### src/rtl/vga_timing_gen.sv
// Raster timing for the character generator: pixel-enable divider, h/v counters,
// and sync/blank outputs delayed to line up with the pixel memory path.
module vga_timing_gen #(
    parameter int unsigned PIX_DIV         = 4,
    parameter int unsigned H_VISIBLE       = 640,
    parameter int unsigned H_FRONT         = 16,
    parameter int unsigned H_SYNC          = 96,
    parameter int unsigned H_BACK          = 48,
    parameter int unsigned V_VISIBLE       = 480,
    parameter int unsigned V_FRONT         = 10,
    parameter int unsigned V_SYNC          = 2,
    parameter int unsigned V_BACK          = 33,
    parameter int unsigned SYNC_DELAY      = 2,
    parameter int unsigned VGA_MAX_H_WIDTH = 10,
    parameter int unsigned VGA_MAX_V_WIDTH = 10
) (
    input  logic                       clk_i,
    input  logic                       rst_i,
    output logic                       pix_en_o,
    output logic [VGA_MAX_H_WIDTH-1:0] hcount_o,
    output logic [VGA_MAX_V_WIDTH-1:0] vcount_o,
    output logic                       visible_o,
    output logic                       hsync_o,
    output logic                       vsync_o,
    output logic                       blank_o,
    output logic                       frame_start_o
);

    localparam int unsigned H_TOTAL      = H_VISIBLE + H_FRONT + H_SYNC + H_BACK;
    localparam int unsigned V_TOTAL      = V_VISIBLE + V_FRONT + V_SYNC + V_BACK;
    localparam int unsigned H_SYNC_START = H_VISIBLE + H_FRONT;
    localparam int unsigned H_SYNC_END   = H_SYNC_START + H_SYNC;
    localparam int unsigned V_SYNC_START = V_VISIBLE + V_FRONT;
    localparam int unsigned V_SYNC_END   = V_SYNC_START + V_SYNC;
    localparam int unsigned DIV_W        = (PIX_DIV > 1) ? $clog2(PIX_DIV) : 1;

    localparam logic [DIV_W-1:0]           DIV_LAST = DIV_W'(PIX_DIV - 1);
    localparam logic [VGA_MAX_H_WIDTH-1:0] H_LAST   = VGA_MAX_H_WIDTH'(H_TOTAL - 1);
    localparam logic [VGA_MAX_V_WIDTH-1:0] V_LAST   = VGA_MAX_V_WIDTH'(V_TOTAL - 1);

    if (PIX_DIV < 1) begin : g_div_chk
        $error("PIX_DIV must be at least 1");
    end
    if (longint'(H_TOTAL) > (longint'(1) << VGA_MAX_H_WIDTH)) begin : g_h_width_chk
        $error("H_TOTAL-1 does not fit VGA_MAX_H_WIDTH");
    end
    if (longint'(V_TOTAL) > (longint'(1) << VGA_MAX_V_WIDTH)) begin : g_v_width_chk
        $error("V_TOTAL-1 does not fit VGA_MAX_V_WIDTH");
    end

    logic [DIV_W-1:0]           div_cnt_q;
    logic [VGA_MAX_H_WIDTH-1:0] hcount_q, hcount_d;
    logic [VGA_MAX_V_WIDTH-1:0] vcount_q, vcount_d;
    logic                       pix_en;
    logic                       raw_hsync, raw_vsync, raw_blank;

    assign pix_en = (div_cnt_q == DIV_LAST) && !rst_i;

    always_ff @(posedge clk_i) begin
        if (rst_i) begin
            div_cnt_q <= '0;
        end else if (div_cnt_q == DIV_LAST) begin
            div_cnt_q <= '0;
        end else begin
            div_cnt_q <= div_cnt_q + 1'b1;
        end
    end

    always_comb begin
        hcount_d = hcount_q;
        vcount_d = vcount_q;
        if (pix_en) begin
            if (hcount_q == H_LAST) begin
                hcount_d = '0;
                vcount_d = (vcount_q == V_LAST) ? '0 : vcount_q + 1'b1;
            end else begin
                hcount_d = hcount_q + 1'b1;
            end
        end
    end

    always_ff @(posedge clk_i) begin
        if (rst_i) begin
            hcount_q <= '0;
            vcount_q <= '0;
        end else begin
            hcount_q <= hcount_d;
            vcount_q <= vcount_d;
        end
    end

    always_comb begin
        raw_hsync = !((32'(hcount_q) >= H_SYNC_START) && (32'(hcount_q) < H_SYNC_END));
        raw_vsync = !((32'(vcount_q) >= V_SYNC_START) && (32'(vcount_q) < V_SYNC_END));
        visible_o = (32'(hcount_q) < H_VISIBLE) && (32'(vcount_q) < V_VISIBLE);
        raw_blank = !visible_o;
    end

    // Stages hold {hsync, vsync, blank}; all-ones is the inactive (black, no sync) pattern.
    if (SYNC_DELAY == 0) begin : g_no_delay
        assign hsync_o = raw_hsync;
        assign vsync_o = raw_vsync;
        assign blank_o = raw_blank;
    end else begin : g_delay
        logic [2:0] dly_q [SYNC_DELAY];

        always_ff @(posedge clk_i) begin
            if (rst_i) begin
                for (int i = 0; i < int'(SYNC_DELAY); i++) begin
                    dly_q[i] <= 3'b111;
                end
            end else if (pix_en) begin
                dly_q[0] <= {raw_hsync, raw_vsync, raw_blank};
                for (int i = 1; i < int'(SYNC_DELAY); i++) begin
                    dly_q[i] <= dly_q[i-1];
                end
            end
        end

        assign hsync_o = dly_q[SYNC_DELAY-1][2];
        assign vsync_o = dly_q[SYNC_DELAY-1][1];
        assign blank_o = dly_q[SYNC_DELAY-1][0];
    end

    assign pix_en_o      = pix_en;
    assign hcount_o      = hcount_q;
    assign vcount_o      = vcount_q;
    assign frame_start_o = pix_en && (hcount_q == '0) && (vcount_q == '0);

endmodule

### config.mk
export PLATFORM = sky130hd
export DESIGN_NAME = vga_timing_gen
export DESIGN_NICKNAME = d
export VERILOG_FILES = /design/src/rtl/vga_timing_gen.sv
export SDC_FILE = /design/constraint.sdc
export NUM_CORES = 1
export LEC_CHECK = 0
export ABC_AREA = 1
export BUFFER_PORTS_ARGS = -buffer_cell sky130_fd_sc_hd__buf_4
export CAP_MARGIN = 20
export CORE_ASPECT_RATIO = 2
export CORE_MARGIN = 5
export CORE_UTILIZATION = 54
export CTS_CLUSTER_DIAMETER = 60
export CTS_CLUSTER_SIZE = 14
export DETAILED_ROUTE_END_ITERATION = 16
export GPL_ROUTABILITY_DRIVEN = 0
export PLACE_DENSITY = 0.81
export SETUP_SLACK_MARGIN = 0.1
export SLEW_MARGIN = 40
export SYNTH_ARGS = -nofsm -noshare
export SYNTH_HDL_FRONTEND = slang
export SYNTH_SLANG_ARGS = --single-unit
### constraint.sdc
create_clock -name clk_i -period 1.65 [get_ports clk_i]
set_input_delay 0.165 -clock clk_i [delete_from_list [all_inputs] [get_ports clk_i]]
set_output_delay 0.165 -clock clk_i [all_outputs]
set_load 0.02 [all_outputs]
## Yosys cells after proc, flatten, opt, wreduce, memory -nomap -nowiden

Memory sizes are Yosys's and may differ from the RTL's.
Cells that the tools add are included.

- Bits in writable memories: 6
- Word-level logic and storage cells: 41
- Register bits after elaboration: 22
- Memories kept: 1
- Output and inout bits: 26
- Input port bits: 2

Memory list:

| name | depth | width | rd ports | clocked after Yosys merged registers in | wr ports | line | source |
|---|---|---|---|---|---|---|---|
| g_delay.dly_q | 2 | 3 | 2 | 0 | 2 | 105 | `logic [2:0] dly_q [SYNC_DELAY];` |

- Multiplexer cells: 9
- $lt $le $gt $ge: 6
- Bitwise gates (word level): 2
- Add/subtract/negate cells: 3
- Reduce and logical (&&, ||, !) cells: 14
- Equal/unequal tests: 3

Operator list:

| operator | count |
|---|---|
| $add A10 B1 Y10 const B | 2 |
| $eq A10 B10 Y1 const B | 2 |
| $logic_not A10 Y1 | 2 |
| $lt A10 B10 Y1 const B | 2 |
| $lt A10 B9 Y1 const B | 2 |
| $mux W10 | 2 |
| $ge A10 B10 Y1 const B | 1 |
| $ge A10 B9 Y1 const B | 1 |
| $logic_and A1 B1 Y1 | 6 |
| $mux W3 | 2 |
| $mux W1 | 5 |
| $logic_not A1 Y1 | 4 |
| $add A2 B1 Y2 const B | 1 |
| $eq A2 B2 Y1 const B | 1 |
| $or A1 B1 Y1 | 2 |
| $reduce_and A2 Y1 | 1 |
| $reduce_or A2 Y1 | 1 |

## Logic depth before layout (Yosys ltp)

Gate-level depths: netlist of run 1.

- Depth in word-level cells: 6
- Gate-level depth with buffers: 10
- Mapped depth without buffers: 10

## Worst setup path before layout of run 1

No wires, ideal clock.

- Path type: register to register
- Start point: register hcount_q[8], in the netlist hcount_o[8]
- End point: memory g_delay.dly_q[0][0], data pin
- Clock period less this slack: 1.735 ns
- Arrival: 1.442 ns
- Setup slack: -0.085 ns
- Data required time: 1.356 ns
- Stages on the path, launching flop included: 4
- Cells stage by stage: dfxtp_1 nor3_1 nor4_1 nand2_1

RTL lines:

| element | line | source |
|---|---|---|
| start: declaration | 52 | `logic [VGA_MAX_H_WIDTH-1:0] hcount_q, hcount_d;` |
| start signal: assignment | 87 | `hcount_q <= hcount_d;` |
| end: declaration | 105 |  |

## Worst setup path after layout of run 1

- Start point: register hcount_q[1], in the netlist hcount_o[1]
- End point: output port frame_start_o

- Cells in the longest elaborated chain, start to end: 3

Ends and longest elaborated chain:

| element | line | source |
|---|---|---|
| $logic_not A10 Y1 | 128 | `assign frame_start_o = pix_en && (hcount_q == '0) && (vcount_q == '0);` |
| $logic_and A1 B1 Y1 (2 in series) | 128 |  |
| end: declaration | 26 | `output logic frame_start_o` |

Every way passes these cells.

==> results of run 1 <==
-- worst max-delay path: cells and delay by family, from the launching register on --
family,cells,cell delay [ns]
DFF,1,0.37
adders and majority gates,1,0.13
and+or+nand+nor,4,0.43
buffers and inverters,2,0.25
-- Yosys cell counts (all sizes together) --
cell type | count | area (sq um)
o2111ai | 1 | 8.76
dfxtp | 22 | 440
nor3 | 12 | 60.1
a21oi | 6 | 30.0
o211ai | 1 | 7.51
nand2 | 46 | 220
nor2 | 34 | 151
nand3 | 17 | 85.1
nand4 | 5 | 31.3
buf | 1 | 11.3
inv | 35 | 141
nor4 | 2 | 12.5
or2 | 3 | 18.8
ha | 6 | 75.1
xor2 | 1 | 8.76
nand3b | 1 | 7.51
edfxtp | 6 | 180
o21ai | 6 | 30.0
o21bai | 1 | 7.51
a31oi | 1 | 6.26
-- repair_timing --
action	in CTS	in global routing
hold buffers	0	0
buffers inserted	6	5
setup endpoints to repair	6	16
resized for setup	24	21
pin swaps	5	3
endpoints found under the hold margin	0	0
-- routing by layer --
metal | track usage | vias up | wire [um]
met2 | 0.393 | 63 | 2400
li1 | - | 749 | -
met1 | 0.232 | 727 | 1500
met3 | 0.0403 | 26 | 215
met4 | 0.135 | 0 | 233
met5 | 0 | - | 0
-- flip-flops by register name, summed over array words and instances, names as in the netlist --
signal and flops:
g_delay.dly_q 6, vcount_o 10, hcount_o 10, div_cnt_q 2
-- per-stage QoR --
step                      worst slack (ns)  cell area, sq um  instances  total power, W  TNS (ns)
after floorplan                      0.123              1540        207        0.000777         0
after global placement               0.123              1780        263        0.000797         0
after detailed placement            0.0646              1780        263        0.000800         0
after CTS                           0.0307              1990        273         0.00135         0
after global routing              -0.00885              2070        278         0.00140  -0.00885
final                               0.0150              2070        278         0.00135         0
-- kinds of logic (layout without fill, tap and decap cells) --
| kind of cell | count (synthesis) | count (layout) | share of synthesized area |
|---|---|---|---|
| simple gates | 120 | 120 | 0.383 |
| compound gates | 16 | 16 | 0.0587 |
| xor+xnor | 1 | 1 | 0.00571 |
| fa+ha+maj | 6 | 6 | 0.0489 |
| buf+inv | 36 | 78 | 0.0995 |
| flops | 28 | 28 | 0.405 |
-- where the power goes --
group	internal, W	leakage, nW	switching [W]
Clock	0.000326	0.0357	0.000230
Sequential	0.000701	0.227	0.00000798
Combinational	0.0000341	0.663	0.0000542
-- path summary, 6_finish.rpt --
kind,from,end,cells past startpoint
setup / recovery,hcount_o[1]$_SDFFE_PP0P_,frame_start_o,7
hold / removal,rst_i,vcount_o[8]$_SDFFE_PP0P_,2
setup reg to reg,hcount_o[1]$_SDFFE_PP0P_,vcount_o[7]$_SDFFE_PP0P_,8
hold reg to reg,g_delay.dly_q[0][2]$_SDFFCE_PN1P_,g_delay.dly_q[0][5]$_SDFFCE_PN1P_,1
-- final cells by class --
cell class                      count  area [sq um]
Clock inverter                      1          30.0
Clock buffer                        3          41.3
Timing Repair Buffer               39           305
Inverter                           35           149
Sequential cell                    28           647
Multi-Input combinational cell    143           866
Tap cell                           29          36.3
Fill cell                         207           662
==> results.txt, run 1 <==
# setup viols final - 0
Post-layout nets - 258
Worst Path Required - 1.48 ns
1st-iter DRT viols - 77
WHS - 0.0939 ns
TritonCTS Buffers - 3
Mapped Area - 1530 sq um
die width - 47.7 um
RSZ-0062 raised after global routing - true
Worst setup EP type - output port
synthesized flop and latch total - 28
global route overflow - 0
H-tree depth - 1
CP Cell Sequence - inv_4 > ha_4 > nand3_2 > nor2_2 > nand3b_1 > nor3_2 > buf_4
PwrDens - 652 nW/um^2
Max Cap Violations - 0
Worst EP arrival - 1.47 ns
Seq/Total Area, Yosys - 0.405
syn nets - 215
Mapped Cells - 207
Slew headroom - 0.756
first-pass GRT wire length - 6840 um
layout cell share with drive strength beyond 1 - 0.373
WL per Instance - 15.7 um
area of the die - 4070 sq um
final setup skew - 0.00313 ns
Initial Util - 0.561
worst skew pair latency - 0.29 ns
status - complete, no violations
clk buf depth - 2
Row Count - 27
WL final - 4350 um
DIE HEIGHT - 85.4 um
commonest cells after routing, fill and taps aside - buf_4 (38), nand2_1 (37), nor2_1 (31)
total number of yosys warnings - 0
Layout Utilization - 0.758
VDD IR-drop max - 0.579 mV
# IOs - 28
clock root cell - clkbuf_8
Layout area overhead - 35.2%
Vias - 1,565
most common cell after layout, fill and taps aside - buf_4
vias in the first global route - 1,527
CP startpoint kind - flop
final hold viol count - 0
drt first pass iters - 4
CTS tree - yes
R2R Setup Slk - 0.14 ns
Crit-path slowest cell - dfxtp_4
Final Cycle Share - 0.991
post-DP HPWL - 2880 um
Final ANT Viol Nets - 0
Worst Hold Class - in -> reg
Slew Limit Fails - 0
Synth cell types - 28
largest net degree at the start of global routing - 17
overall global routing resource usage - 0.228
I/O Buffers - 27
Ant. Diodes - 0
Crit path largest cell delay - 0.37 ns
minimum clock period - 1.64 ns
core box area - 2740 sq um
Worst-Margin Slew - 0.363 ns
Setup CP Type - reg -> out
clk slew on worst S/H paths - 0.10 ns
DRC - 0
mean post-synth cell area - 7.41 sq um
CP Max Fanout - 3
Via density - 5.63
initial antenna violation count - 0
leakage power - 0.926 nW
clk sinks - 28
max frequency - 612 MHz
Note: power is estimated with default switching activity, not from simulation.
==> inputs of run 2 (changes only) <==
--- a/config.mk
+++ b/config.mk
@@ -10,12 +10,12 @@
 export CAP_MARGIN = 20
 export CORE_ASPECT_RATIO = 2
 export CORE_MARGIN = 5
-export CORE_UTILIZATION = 54
+export CORE_UTILIZATION = 49
 export CTS_CLUSTER_DIAMETER = 60
 export CTS_CLUSTER_SIZE = 14
 export DETAILED_ROUTE_END_ITERATION = 16
 export GPL_ROUTABILITY_DRIVEN = 0
-export PLACE_DENSITY = 0.81
+export PLACE_DENSITY = 0.77
 export SETUP_SLACK_MARGIN = 0.1
 export SLEW_MARGIN = 40
 export SYNTH_ARGS = -nofsm -noshare
==> constraint.sdc (replaced) <==
create_clock -name clk_i -period 1.5 [get_ports clk_i]
set_input_delay 0.15 -clock clk_i [delete_from_list [all_inputs] [get_ports clk_i]]
set_output_delay 0.15 -clock clk_i [all_outputs]
set_load 0.02 [all_outputs]
==> run 2 against run 1 <==
The flow now finishes with violations (setup timing). Cell count increased by 5.0%. Clock skew hardly changed. Clock power grew 6.8%. Non-clock buffer count increased by 12. Clock-buffer cell count stayed put. Critical path type unchanged. Largest cell class unchanged.
==> results.txt, run 2 (synthesis gave the netlist of run 1 again) <==
status - finished, violations left
failing checks - setup timing
PwrDens - 619 nW/um^2
Worst EP arrival - 1.61 ns
Initial Util - 0.515
crit path buf inv count - 1
minimum clock period - 1.76 ns
DRC - 0
Finished Layout Cells - 292
global route overflow - 0
Layout area overhead - 57.3%
WL final - 5370 um
layout cell share with drive strength beyond 1 - 0.550
core box area - 2980 sq um
final hold viol count - 0
1st-iter DRT viols - 96
TritonCTS Buffers - 3
final worst setup slack - -0.263 ns
Slew headroom - 0.733
Final ANT Viol Nets - 0
final setup skew - 0.00342 ns
Setup Total Neg Slack - -0.564 ns
filler instances - 167
Post-DP Area - 1860 sq um
initial antenna violation count - 0
CP startpoint kind - flop
H-tree depth - 1
Row Count - 28
largest net degree at the start of global routing - 17
CTS tree - yes
clk sinks - 28
# IOs - 28
worst skew pair latency - 0.28 ns
VDD IR-drop max - 0.906 mV
# setup viols final - 11
clock root cell - clkbuf_8
first-pass GRT wire length - 7290 um
die width - 49.6 um
CP top delay family - simple AND/OR/NAND/NOR gates
Max Cap Violations - 0
Crit path largest cell delay - 0.42 ns
Final Cycle Share - 1.18
max frequency - 567 MHz
post-DP HPWL - 3030 um
Worst setup EP type - output port
RSZ-0062 raised after global routing - true
most frequent CP cell - nor2_1
Ant. Diodes - 0
post-route cell area - 2410 sq um
clk buf depth - 2
CP Cell Sequence - nor2_1 > nand3_1 > nor2_1 > nand3b_1 > nor3_2 > buf_4
CP Max Fanout - 7
overall global routing resource usage - 0.213
Worst Hold Class - in -> reg
placed cells - 270
Vias - 1,784
hold-fix buffer count after cts - 0
Worst-Margin Slew - 0.400 ns
Crit-path slowest cell - dfxtp_1
WL per Instance - 18.4 um
area of the die - 4420 sq um
commonest cells after routing, fill and taps aside - buf_4 (43), nand2_1 (31), nor2_1 (29)
Setup CP Type - reg -> out
clk slew on worst S/H paths - 0.10 ns
I/O Buffers - 27
most common cell after layout, fill and taps aside - buf_4
DIE HEIGHT - 89.1 um
Worst Path Required - 1.35 ns
leakage power - 1.04 nW
Slew Limit Fails - 0
Post-layout nets - 271
Via density - 6.11
WHS - 0.0830 ns
drt first pass iters - 4
Tot Pwr - 0.00150 W
vias in the first global route - 1,581
run 2: changes by cell type in the layout (fill, tap and decap cells not counted), moves of 5 or more:
| cell | previous run | this run |
|---|---|---|
| nand2_1 | 37 | 31 |
| nand3_1 | 16 | 6 |
| nand3_2 | 1 | 10 |
| buf_4 | 38 | 43 |
| buf_6 | 0 | 6 |
| nor3_1 | 8 | 3 |
| nor3_2 | 2 | 8 |
run 2: stage by stage:
stage / worst slack [ns] / util
2_1_floorplan: 0.0162 / -
6_report: -0.263 / 0.811
3_3_place_gp: 0.0871 / 0.624
5_1_grt: -0.267 / 0.811
3_5_place_dp: 0.0513 / 0.624
4_1_cts: -0.112 / 0.729
run 2: what timing repair did:
| action | CTS | global route |
|---|---|---|
| resized for setup | 55 | 49 |
| pin swaps | 19 | 16 |
| setup buffers | 8 | 9 |
| endpoints found under the setup margin | 12 | 21 |
| cloned | 1 | 0 |
run 2: worst paths after layout:
path,start,to,slack (ns),cells after the start
worst min register to register,div_cnt_q[0]$_SDFF_PP0_,div_cnt_q[0]$_SDFF_PP0_,0.45,1
worst min-delay path,rst_i,vcount_o[7]$_SDFFE_PP0P_,0.08,2
worst max register to register,hcount_o[1]$_SDFFE_PP0P_,vcount_o[4]$_SDFFE_PP0P_,-0.05,11
worst max-delay path,vcount_o[2]$_SDFFE_PP0P_,frame_start_o,-0.26,6
run 2: final cells by class:
| class | count | area, sq um | area share |
|---|---|---|---|
| clock buffers | 3 | 41.3 | 0.0171 |
| clock inverters | 1 | 30.0 | 0.0124 |
| inverters | 35 | 169 | 0.0700 |
| multi-input cells | 144 | 1050 | 0.435 |
| flip-flops and latches | 28 | 659 | 0.273 |
| well taps | 30 | 37.5 | 0.0156 |
| repair buffers | 51 | 425 | 0.176 |
run 2: routing by layer:
layer / wire (um) / GRT usage / vias to the layer above
met3: 395 / 0.0351 / 43
met4: 383 / 0.146 / 0
met2: 2880 / 0.397 / 111
met1: 1710 / 0.208 / 849
li1: - / - / 781
met5: 0 / 0 / -
run 2: worst register-to-register path: cells and delay by family (launching register included):
| kind | cells | cell delay (ns) |
|---|---|---|
| simple gates | 8 | 0.73 |
| flops | 1 | 0.37 |
| buf+inv | 2 | 0.24 |
| fa+ha+maj | 1 | 0.14 |
run 2: power breakdown:
group / switching [W] / leakage (nW) / internal (W)
combinational: 0.0000726 / 0.772 / 0.0000510
clock: 0.000237 / 0.0357 / 0.000357
sequential: 0.0000104 / 0.229 / 0.000767
